$ cat config.mk
export PLATFORM = sky130hd
export DESIGN_NAME = moa_stream
export DESIGN_NICKNAME = d
export VERILOG_FILES = /design/src/rtl/moa_pkg.sv /design/src/rtl/moa_add.sv /design/src/rtl/moa_stream.sv
export SDC_FILE = /design/constraint.sdc
export NUM_CORES = 1
export LEC_CHECK = 0
export CORE_ASPECT_RATIO = 0.75
export CORE_MARGIN = 2
export CORE_UTILIZATION = 45
export CTS_CLUSTER_DIAMETER = 60
export DETAILED_ROUTE_END_ITERATION = 10
export PLACE_DENSITY = 0.73
export SLEW_MARGIN = 20
export SYNTH_ARGS = -nofsm -noshare
export SYNTH_HDL_FRONTEND = slang
export SYNTH_SLANG_ARGS = --single-unit
$ cat constraint.sdc
create_clock -name clk -period 2.8 [get_ports clk]
set_input_delay 0.28 -clock clk [delete_from_list [all_inputs] [get_ports clk]]
set_output_delay 0.28 -clock clk [all_outputs]
set_load 0.01 [all_outputs]
$ cat src/rtl/moa_pkg.sv
// -----------------------------------------------------------------------------
// moa_pkg
//   Shared definitions for the multi-operand adder stream (moa_stream).
//   Contents:
//     moa_state_e : FSM state encoding (IDLE, ACC, DONE)
//     clog2()     : constant ceil(log2(n)), used to size the sum and the
//                   operand counter at elaboration time
// -----------------------------------------------------------------------------
package moa_pkg;

  typedef enum logic [1:0] {
    S_IDLE = 2'd0,
    S_ACC  = 2'd1,
    S_DONE = 2'd2
  } moa_state_e;

  // ceil(log2(value)); returns 0 for value <= 1.
  function automatic int clog2(input int value);
    int r;
    int v;
    r = 0;
    v = value - 1;
    while (v > 0) begin
      r = r + 1;
      v = v >> 1;
    end
    return r;
  endfunction

endpackage

$ cat src/rtl/moa_add.sv
// -----------------------------------------------------------------------------
// moa_add
//   Combinational SUM_W-bit unsigned adder. The WIDTH-bit operand is
//   zero-extended to SUM_W bits before the add, so the result never wraps
//   as long as SUM_W is large enough for the running total.
//   Ports:
//     i_a   [SUM_W-1:0] : running total (or zero for the first operand)
//     i_b   [WIDTH-1:0] : new unsigned operand
//     o_sum [SUM_W-1:0] : i_a + zext(i_b)
// -----------------------------------------------------------------------------
module moa_add #(
  parameter int WIDTH = 4,
  parameter int SUM_W = 6
) (
  input  logic [SUM_W-1:0] i_a,
  input  logic [WIDTH-1:0] i_b,
  output logic [SUM_W-1:0] o_sum
);

  logic [SUM_W-1:0] w_b_ext;

  assign w_b_ext = {{(SUM_W - WIDTH){1'b0}}, i_b};
  assign o_sum   = i_a + w_b_ext;

endmodule

$ cat src/rtl/moa_stream.sv
// -----------------------------------------------------------------------------
// moa_stream
//   Streaming multi-operand adder: accepts NUM_OPS unsigned WIDTH-bit operands
//   over a valid/ready input and presents their exact SUM_W-bit sum over a
//   valid/ready output.
//
//   Handshake: a transfer happens on a rising clk edge where valid && ready.
//   A producer holds valid/data until the transfer; ready may depend on the
//   other side's signals combinationally (in DONE, in_ready == out_ready so a
//   new first operand enters in the same cycle the result leaves).
//
//   Optional feature: define MOA_STREAM_OVF_EN to add out_ovf, which flags
//   (with out_valid) a sum that does not fit in WIDTH bits.
//
//   Ports:
//     clk, rst_n        : clock, asynchronous active-low reset
//     clr               : synchronous abort of the partial sum / pending result
//     in_valid/in_ready : operand handshake, in_data [WIDTH-1:0]
//     out_valid/out_ready : result handshake, out_sum [SUM_W-1:0]
//     out_ovf           : sum >= 2**WIDTH (only with MOA_STREAM_OVF_EN)
//     dbg_state [1:0]   : current FSM state (moa_state_e encoding)
// -----------------------------------------------------------------------------
module moa_stream
  import moa_pkg::*;
#(
  parameter int WIDTH   = 4,
  parameter int NUM_OPS = 4
) (
  input  logic                                 clk,
  input  logic                                 rst_n,
  input  logic                                 clr,
  input  logic                                 in_valid,
  input  logic [WIDTH-1:0]                     in_data,
  output logic                                 in_ready,
  output logic                                 out_valid,
  output logic [WIDTH+clog2(NUM_OPS)-1:0]      out_sum,
  input  logic                                 out_ready,
`ifdef MOA_STREAM_OVF_EN
  output logic                                 out_ovf,
`endif
  output logic [1:0]                           dbg_state
);

  localparam int SUM_W = WIDTH + clog2(NUM_OPS);
  localparam int CNT_W = clog2(NUM_OPS + 1);

  moa_state_e       r_state;
  moa_state_e       w_state_nxt;
  logic [SUM_W-1:0] r_acc;
  logic [SUM_W-1:0] w_acc_nxt;
  logic [CNT_W-1:0] r_cnt;
  logic [CNT_W-1:0] w_cnt_nxt;
  logic             r_rdy_en;
  logic             w_in_ready;
  logic             w_accept;
  logic             w_last_op;
  logic [SUM_W-1:0] w_add_a;
  logic [SUM_W-1:0] w_sum;

  // r_rdy_en holds in_ready low while in reset and releases it on the first
  // clock edge afterwards, independently of the IDLE state encoding.
  always_ff @(posedge clk or negedge rst_n) begin
    if (!rst_n) begin
      r_state  <= S_IDLE;
      r_acc    <= '0;
      r_cnt    <= '0;
      r_rdy_en <= 1'b0;
    end else begin
      r_state  <= w_state_nxt;
      r_acc    <= w_acc_nxt;
      r_cnt    <= w_cnt_nxt;
      r_rdy_en <= 1'b1;
    end
  end

  // Ready depends only on state, clr and out_ready (never on in_valid).
  assign w_in_ready = r_rdy_en && !clr && ((r_state != S_DONE) || out_ready);
  assign w_accept   = in_valid && w_in_ready;
  assign w_last_op  = (r_cnt == CNT_W'(NUM_OPS - 1));

  // Only ACC adds to the running total; IDLE and DONE start a fresh sum, so
  // the adder's other input is zero there and the operand loads directly.
  assign w_add_a = (r_state == S_ACC) ? r_acc : '0;

  moa_add #(
    .WIDTH (WIDTH),
    .SUM_W (SUM_W)
  ) u_add (
    .i_a   (w_add_a),
    .i_b   (in_data),
    .o_sum (w_sum)
  );

  always_comb begin
    w_state_nxt = r_state;
    w_acc_nxt   = r_acc;
    w_cnt_nxt   = r_cnt;

    case (r_state)
      S_IDLE: begin
        if (w_accept) begin
          w_acc_nxt   = w_sum;
          w_cnt_nxt   = CNT_W'(1);
          w_state_nxt = S_ACC;
        end
      end

      S_ACC: begin
        if (w_accept) begin
          w_acc_nxt = w_sum;
          w_cnt_nxt = r_cnt + CNT_W'(1);
          if (w_last_op) begin
            w_state_nxt = S_DONE;
          end
        end
      end

      S_DONE: begin
        if (out_ready) begin
          if (w_accept) begin
            // Result leaves and the next sum's first operand enters together.
            w_acc_nxt   = w_sum;
            w_cnt_nxt   = CNT_W'(1);
            w_state_nxt = S_ACC;
          end else begin
            w_acc_nxt   = '0;
            w_cnt_nxt   = '0;
            w_state_nxt = S_IDLE;
          end
        end
      end

      default: begin
        w_acc_nxt   = '0;
        w_cnt_nxt   = '0;
        w_state_nxt = S_IDLE;
      end
    endcase

    // clr overrides every handshake, including a pending result.
    if (clr) begin
      w_acc_nxt   = '0;
      w_cnt_nxt   = '0;
      w_state_nxt = S_IDLE;
    end
  end

  assign in_ready  = w_in_ready;
  assign out_valid = (r_state == S_DONE);
  assign out_sum   = (r_state == S_DONE) ? r_acc : '0;
  assign dbg_state = r_state;

`ifdef MOA_STREAM_OVF_EN
  // Any bit above the operand width set means the sum exceeds WIDTH bits.
  assign out_ovf = (r_state == S_DONE) && (|r_acc[SUM_W-1:WIDTH]);
`endif

endmodule

==> flow_summary_export.csv, run 1 <==
group,metric,value,unit
yosys,yosys_register_bits,12,
cts,clkTransAtPathRegs,0.08,ns
sta,slew_headroom,0.618,
finish,final_cell_area,0.00107,mm^2
cts,cts_hold_buf,0,
worst_setup_path,cp_max_fo,10,
sta,setup-violations-final,0,
finish,layout_commonest_cell,"clkdlybuf4s50_1",
global_route,grt_overflow,0,
floorplanning,row_count,13,
yosys,synth.avg_cell_area,10.4,um^2
cts,cts_tree,"yes",
cts,clkLatencyLatePin,0.27,ns
worst_setup_path,arrival,2.58,ns
cts,cts_max_path_buffers,2,
worst_setup_path,cpPeakStageDelay,0.50,ns
placed_design,hpwl,1360,um
worst_setup_path,cpMostUsedCell,"o21ai_2",
yosys,synth_area,853,um^2
worst_setup_path,critPathBufInv,0,
pwr,ir_worst_vdd,286,uV
sta,fmax,421,MHz
global_route,grt_pass1_wl,2900,um
pwr,total_power,393,uW
yosys,synth_cells,82,
floorplanning,fp.dieH,41.7,um
cts,htree_levels,1,
cts,ctsResizeCount,0,
worst_setup_path,cp.required,3.01,ns
finish,diodes,0,
placed_design,numPortBuffers,18,
sta,whs,0.371,ns
global_route,grt_max_degree,13,
sta,drv_slew,0,
floorplanning,die_w,54.3,um
worst_setup_path,crit_family,"compound AO/OA/AOI/OAI gates",
floorplanning,ioPinCount,19,
min_path,hold_class,"input port to asynchronous set/reset pin",
finish,areaGrowthSynthToFinish,26.0,%
worst_setup_path,cp_cell_sequence,"and2b_2, and2_1, ha_1, fa_1, a21o_1, a2111oi_2, o21ai_2, o21ai_2",
sta,finalCriticalPeriod,2.38,ns
floorplanning,coreArea,0.00176,mm^2
routing,routed_via_density,5.33,
cts,cts_root_buffer,"clkbuf_4",
sta,worstMarginPinSlew,0.571,ns
floorplanning,dieArea,0.00226,mm^2
cts,clkSinkCount,12,
finish,drive_above_1_share,0.137,
routing,wl_per_cell,14.0,um
routing,ant_nets,0,
pwr,p_leak,0.000482,uW
yosys,ys_types,35,
global_route,track_usage,0.177,
worst_setup_path,cp-start-kind,"flop",
sta,fin_skew,0.00252,ns
placed_design,placed_area,0.00104,mm^2
worst_setup_path,cpMaxStageDelayCell,"dfrtp_1",
sta,finalHoldViolCount,0,
floorplanning,start_util,0.486,
worst_setup_path,worstSetupPathType,"flop to flop",
pwr,p_per_area,366,mW/mm^2
yosys,ys.warnings.count,0,
worst_setup_path,endpoint_kind,"flop",
routing,via_count,661,
placed_design,place_congestion,0.860,
routing,drt-pass1-iter-count,4,
global_route,grt_pass1_vias,631,
flow_run,maxCapViolCount,0,
global_route,grt_antenna_before_repair,0,
cts,post_cts_buffers,0,
sta,rsz0062_at_grt,"false",
yosys,yosysSeqAreaShare,0.352,
sta,fin_crit_sh,0.849,
status,status,"finished clean",
routing,drc,0,
finish,final_cell_mix,"clkdlybuf4s50_1, dfrtp_1, and2_1",
finish,nets,119,
sta,tns,0,ns
routing,drtIter0Drc,9,
yosys,syn-num-nets,98,
routing,wirelength,1740,um
cts,cts-buffers-inserted,3,
-- power by group --
group	leakage [uW]	total, uW	internal [uW]	switching, uW
Combinational	0.000299	67.2	33.6	33.7
Clock	0.0000210	136	79.0	57.4
Sequential	0.000161	190	182	8.18
Total	0.000482	393	294	99.2
-- worst paths after layout --
kind	slack (ns)	cells past startpoint	from	endpoint
min reg2reg	0.48	2	r_cnt[2]	r_cnt[2]
max	0.42	8	dbg_state[1]	r_acc[4]
min	0.37	1	rst_n	r_acc[3]
max reg2reg	0.42	8	dbg_state[1]	r_acc[4]
max in group asynchronous	2.06	1	rst_n	r_acc[2]
min in group clk	0.48	2	r_cnt[2]	r_cnt[2]
-- worst register-to-register path, cell delays in order (launching register included) --
cell,delay [ns]
dfrtp_1,0.50
and2b_2,0.31
and2_1,0.17
ha_1,0.21
fa_1,0.41
a21o_1,0.20
a2111oi_2,0.38
o21ai_2,0.09
o21ai_2,0.05
-- flip-flops by register name (all words and copies together), names as in the netlist --
name and flops:
r_rdy_en 1, dbg_state 2, r_cnt 3, r_acc 6
-- cell usage after synthesis --
master     instances  area (um^2)
o22a_2             1         10.0
a22oi_1            1         7.51
xor2_1             1         8.76
o21ai_0            3         15.0
nor2_1             1         3.75
a22o_2             1         10.0
nor2b_1            1         6.26
o21a_4             1         15.0
and3_1             1         6.26
nand3_1            3         15.0
o31a_1             1         8.76
conb_1             1         3.75
a22o_1             3         26.3
nand2b_1           2         12.5
o21ai_2            2         17.5
a211oi_1           1         7.51
mux2i_1            1         10.0
nand3b_1           1         7.51
fa_1               1         20.0
a21o_1             3         22.5
a21oi_2            1         8.76
and2_1            11         68.8
o31ai_1            1         7.51
a21oi_1            3         15.0
and2b_2            1         8.76
inv_1              3         11.3
o41ai_2            1         16.3
buf_6              2         22.5
ha_1               6         75.1
dfrtp_1           12          300
nor3b_1            2         15.0
nor3b_4            1         18.8
a2111oi_2          1         15.0
xnor2_1            2         17.5
nand2_1            5         18.8
-- cell families (layout without fill, tap and decap cells) --
kind of cell / count (synthesis) / in the layout / share of synthesized area
compound gates: 24 / 24 / 0.238
xor+xnor: 3 / 3 / 0.0308
fa+ha+maj: 7 / 7 / 0.111
buf+inv: 5 / 25 / 0.0396
flops: 12 / 12 / 0.352
mux: 1 / 1 / 0.0117
other cells: 1 / 1 / 0.00439
simple gates: 29 / 29 / 0.213
-- per-layer routing --
layer  vias to the layer above  track usage  part of all wire
met5                         -            0                 0
met2                        15        0.255              0.44
met3                         2       0.0647             0.057
met1                       311        0.249              0.50
met4                         0       0.0450            0.0052
li1                        333            -                 -
-- per-stage QoR --
stage | setup slack, ns | utilization | cells
floorplan | 0.540 | - | 82
global placement | 0.497 | 0.591 | 120
detailed placement | 0.427 | 0.591 | 120
CTS | 0.410 | 0.612 | 124
global route | 0.318 | 0.612 | 124
finish | 0.423 | 0.612 | 124
-- layout make-up --
type | count | area [um^2]
Multi-Input combinational cell | 65 | 519
Sequential cell | 12 | 300
Fill cell | 160 | 682
Inverter | 3 | 11.3
Tap cell | 22 | 27.5
Clock buffer | 4 | 36.3
Timing Repair Buffer | 18 | 180
No activity file was read; power rests on OpenSTA's default activity.
==> inputs of run 2 (changes only) <==
clock period = 2.5 ns   (was 2.8 ns; I/O delays follow)
==> run 2 against run 1 <==
Against the previous run: combinational power up 17%; final cell count up 0.81%; sequential share of layout area about the same; critical path depth unchanged; clock skew down 0.0020 ns; clock power down 18%; sequential cell count unchanged; cell area up 0.12%; non-clock buffer count up 2; routed wire length down 0.23%; highest routed layer is now met3.
==> flow_summary_export.csv, run 2 (synthesis gave the netlist of run 1 again) <==
group,metric,value,unit
worst_setup_path,cp_cell_sequence,"and2b_2, and2_1, ha_1, fa_1, a21o_1, a2111oi_2, o21ai_2, o21ai_2",
pwr,p_per_area,373,mW/mm^2
sta,tns,0,ns
placed_design,post-place-ws,0.341,ns
cts,cts_tree,"yes",
placed_design,hpwl,1390,um
worst_setup_path,r2r_end,"r_acc[4]",
cts,post_cts_buffers,0,
cts,ctsResizeCount,0,
finish,final_cell_mix,"clkdlybuf4s50_1, dfrtp_1, and2_1",
sta,fin_crit_sh,0.869,
worst_setup_path,crit_start,"dbg_state[0]",
placed_design,numPlacedInstances,122,
worst_setup_path,arrival,2.37,ns
worst_setup_path,cp.required,2.70,ns
routing,ant_nets,0,
status,status,"finished clean",
global_route,grt_antenna_before_repair,0,
routing,wirelength,1740,um
cts,cts-buffers-inserted,3,
placed_design,place_congestion,0.832,
worst_setup_path,cp-start-kind,"flop",
worst_setup_path,reg2reg_from,"dbg_state[0]",
sta,finalCriticalPeriod,2.17,ns
finish,areaGrowthSynthToFinish,26.1,%
finish,final_core_util,0.613,
floorplanning,coreArea,0.00176,mm^2
cts,cts_root_buffer,"clkbuf_4",
worst_setup_path,critPathBufInv,0,
global_route,track_usage,0.191,
routing,routed_via_density,5.40,
floorplanning,ioPinCount,19,
finish,fillers,149,
finish,instances_no_fill,125,
floorplanning,start_util,0.486,
floorplanning,dieArea,0.00226,mm^2
sta,setup_slack,0.326,ns
worst_setup_path,endpoint_kind,"flop",
sta,fin_skew,0.000508,ns
finish,largest_reg_flops,6,
cts,clkLatencyLatePin,0.26,ns
cts,clkSinkCount,12,
worst_setup_path,cp_max_fo,7,
routing,wl_per_cell,13.9,um
sta,drv_slew,0,
routing,drtIter0Drc,20,
cts,cts_hold_buf,0,
routing,via_count,675,
worst_setup_path,worst_r2r_path_depth,8,
sta,worstMarginPinSlew,0.543,ns
floorplanning,row_count,13,
worst_setup_path,r2r_slack,0.33,ns
sta,finalHoldViolCount,0,
global_route,grt_max_degree,13,
worst_setup_path,cpPeakStageDelay,0.40,ns
floorplanning,die_w,54.3,um
finish,drive_above_1_share,0.146,
finish,layout_commonest_cell,"clkdlybuf4s50_1",
worst_setup_path,crit_family,"compound AO/OA/AOI/OAI gates",
pwr,p_leak,0.000485,uW
cts,clkTransAtPathRegs,0.06,ns
worst_setup_path,cpMostUsedCell,"o21ai_2",
finish,regMostFlops,"r_acc",
worst_setup_path,worstSetupPathType,"flop to flop",
placed_design,numPortBuffers,18,
min_path,hold_class,"input port to asynchronous set/reset pin",
sta,setup-violations-final,0,
routing,drc,0,
sta,fmax,460,MHz
sta,rsz0062_at_grt,"false",
cts,htree_levels,1,
finish,nets,121,
routing,drt-pass1-iter-count,4,
global_route,grt_overflow,0,
finish,diodes,0,
floorplanning,fp.dieH,41.7,um
sta,slew_headroom,0.637,
global_route,grt_pass1_wl,3170,um
worst_setup_path,cpMaxStageDelayCell,"fa_1",
global_route,grt_pass1_vias,691,
pwr,ir_worst_vdd,318,uV
flow_run,maxCapViolCount,0,
cts,cts_max_path_buffers,2,
## run 2: worst max path at each step
stage	to	slack, ns	depth (start not counted)
final	r_acc[4]	0.33	8
after global routing	r_acc[4]	0.20	8
after CTS	out_sum[3]	0.32	4
after detailed placement	r_acc[4]	0.34	8
after global placement	r_acc[4]	0.38	8
after floorplan	r_acc[4]	0.24	9
## run 2: through the flow
stage,hold WS (ns),total power [uW],area [um^2]
2_1_floorplan,-0.0456,259,853
3_3_place_gp,0.462,292,1050
3_5_place_dp,0.471,293,1050
4_1_cts,0.341,410,1080
5_1_grt,0.377,429,1080
6_report,0.337,401,1080
## run 2: metal layers
layer  up-vias  wire, um  GRT usage
met2        17       805      0.280
li1        336         -          -
met3         0       100     0.0576
met1       322       830      0.279
met5         -         0          0
met4         0         0     0.0350
## run 2: power by group
group / leakage (uW) / total, uW / switching, uW / internal, uW
clock network: 0.0000138 / 112 / 56.1 / 55.7
registers: 0.000161 / 211 / 7.14 / 204
logic: 0.000310 / 78.6 / 39.5 / 39.1
## run 2: cell type report
type	count	area [um^2]	share of cell area
sequential	12	300	0.279
tap	22	27.5	0.0256
inverter	3	11.3	0.0105
timing repair buffer	20	195	0.181
multi-input combinational	65	519	0.483
clock buffer	3	22.5	0.0209
==> inputs of run 3 (changes only) <==
CORE_UTILIZATION = 44   (was 45)
PLACE_DENSITY = 0.74   (was 0.73)
clock period = 1.85 ns   (was 2.5 ns; I/O delays follow)
==> run 3 against run 2 <==
Against the previous run: the run now ends with setup timing left; via count grew 3.4%; setup slack got worse by 0.44 ns; clock power rose by 94%; final cell count grew 8.8%; critical path depth is the same; routed wire length grew 11%; critical endpoint unchanged.
==> flow_summary_export.csv, run 3 (synthesis gave the netlist of run 1 again) <==
group,metric,value,unit
status,status,"finished, violations left",
status,violations,"setup timing",
cts,cts_root_buffer,"clkbuf_4",
sta,fin_skew,0.00309,ns
pwr,p_leak,0.000573,uW
finish,diodes,0,
floorplanning,start_util,0.481,
sta,setup-violations-final,3,
worst_setup_path,cp_cell_sequence,"and2b_2, and2_4, ha_4, fa_2, a21o_1, a2111oi_4, o21ai_2, o21ai_2",
worst_setup_path,worstSetupPathType,"flop to flop",
worst_setup_path,cpMostUsedCell,"o21ai_2",
worst_setup_path,crit_end,"r_acc[4]",
placed_design,place_congestion,0.768,
worst_setup_path,endpoint_kind,"flop",
flow_run,maxCapViolCount,0,
worst_setup_path,cpMaxStageDelayCell,"dfrtp_1",
pwr,total_power,626,uW
routing,drt-pass1-iter-count,4,
cts,cts-buffers-inserted,3,
cts,clkLatencyLatePin,0.28,ns
finish,nets,131,
routing,drtIter0Drc,9,
floorplanning,dieArea,0.00231,mm^2
global_route,grtUsageMet1,0.250,
global_route,grt_pass1_vias,685,
global_route,global_route.usage.met3,0.0786,
floorplanning,fp.dieH,42.1,um
finish,regMostFlops,"r_acc",
worst_setup_path,r2r_slack,-0.11,ns
placed_design,numPortBuffers,18,
global_route,grt_busiest_layer,"met2",
cts,cts_tree,"yes",
cts,cts_max_path_buffers,2,
sta,slew_headroom,0.609,
routing,ant_nets,0,
routing,routed_via_density,5.13,
floorplanning,coreArea,0.00177,mm^2
sta,finalCriticalPeriod,1.96,ns
global_route,grt_max_degree,13,
finish,fillers,129,
worst_setup_path,r2r_end,"r_acc[4]",
global_route,grt_pass1_wl,3080,um
sta,rsz0062_at_grt,"true",
sta,fmax,509,MHz
global_route,grt_overflow,0,
worst_setup_path,cp-start-kind,"flop",
min_path,hold_class,"input port to asynchronous set/reset pin",
sta,worstMarginPinSlew,0.585,ns
cts,clkSinkCount,12,
finish,areaGrowthSynthToFinish,43.5,%
routing,drc,0,
pwr,ir_worst_vdd,586,uV
floorplanning,ioPinCount,19,
worst_setup_path,arrival,2.18,ns
finish,largest_reg_flops,6,
worst_setup_path,cpPeakStageDelay,0.38,ns
placed_design,hpwl,1540,um
finish,final_cell_mix,"dfrtp_1, buf_4, clkdlybuf4s50_1",
sta,tns,-0.273,ns
floorplanning,row_count,13,
routing,wl_per_cell,14.1,um
worst_setup_path,cp.required,2.06,ns
sta,setup_slack,-0.114,ns
global_route,grtUsageMet2,0.290,
routing,via_count,698,
global_route,track_usage,0.187,
floorplanning,die_w,54.9,um
routing,wirelength,1920,um
sta,drv_slew,0,
cts,htree_levels,1,
worst_setup_path,crit_start,"dbg_state[0]",
global_route,grt_antenna_before_repair,0,
worst_setup_path,worst_r2r_path_depth,8,
pwr,p_per_area,511,mW/mm^2
cts,clkTransAtPathRegs,0.08,ns
sta,whs,0.272,ns
sta,finalHoldViolCount,0,
worst_setup_path,reg2reg_from,"dbg_state[0]",
finish,drive_above_1_share,0.316,
sta,fin_crit_sh,1.06,
worst_setup_path,cp_max_fo,4,
[run 3: cell count changes in the layout (fill, tap and decap cells not counted), moves of 2 or more]
cell             change
and2_4               +2
and2_1               -2
buf_4               +10
ha_1                 -2
ha_4                 +2
clkdlybuf4s50_1      -8
clkdlybuf4s15_1      +5
[run 3: worst min-delay path by stage]
stage	endpoint	startpoint	cells past startpoint	slack (ns)
2_1_floorplan	dbg_state[0]	rst_n	0	-0.11
3_3_place_gp	r_cnt[2]	r_cnt[2]	2	0.46
3_5_place_dp	r_cnt[1]	r_cnt[1]	2	0.48
4_1_cts	r_acc[2]	rst_n	1	0.30
5_1_grt	r_acc[4]	rst_n	1	0.31
6_report	r_acc[2]	rst_n	1	0.27
[run 3: metal layers]
metal  share of wire  up-vias
li1                -      357
met1            0.48      326
met2            0.46       15
met3           0.052        0
met4               0        0
met5               0        -
[run 3: critical path: cells and delay by family, from the launching register on]
| kind | cells | cell delay, ns |
|---|---|---|
| AO/OA/AOI/OAI | 4 | 0.64 |
| adder cells (fa/ha/maj) | 2 | 0.50 |
| flip-flops | 1 | 0.38 |
| AND/OR/NAND/NOR | 2 | 0.37 |
[run 3: power breakdown]
group,switching [uW],internal [uW]
registers,9.36,275
logic,60.5,64.6
clock network,96.8,120
[run 3: area by class of cell]
class,count,area [um^2],share of cell area
timing repair buffer,30,267,0.218
tap,22,27.5,0.0225
sequential,12,300,0.245
inverter,3,11.3,0.00919
clock buffer,4,36.3,0.0296
multi-input combinational,65,583,0.476
[run 3: stage by stage]
stage          setup slack (ns)  utilization  area, um^2  std cells
4_1_cts                  -0.108        0.670        1190        134
2_1_floorplan            -0.285            -         887         82
5_1_grt                  -0.211        0.691        1220        136
3_5_place_dp             -0.147        0.639        1130        128
6_report                 -0.114        0.691        1220        136
3_3_place_gp            -0.0840        0.639        1130        128
[run 3: timing repair]
item                                    CTS  global route
buffers inserted                          2             2
resized for setup                         9            12
endpoints found under the setup margin   10             5
endpoints found under the hold margin     0             0
pin swaps                                 1             0
hold buffers                              0             0
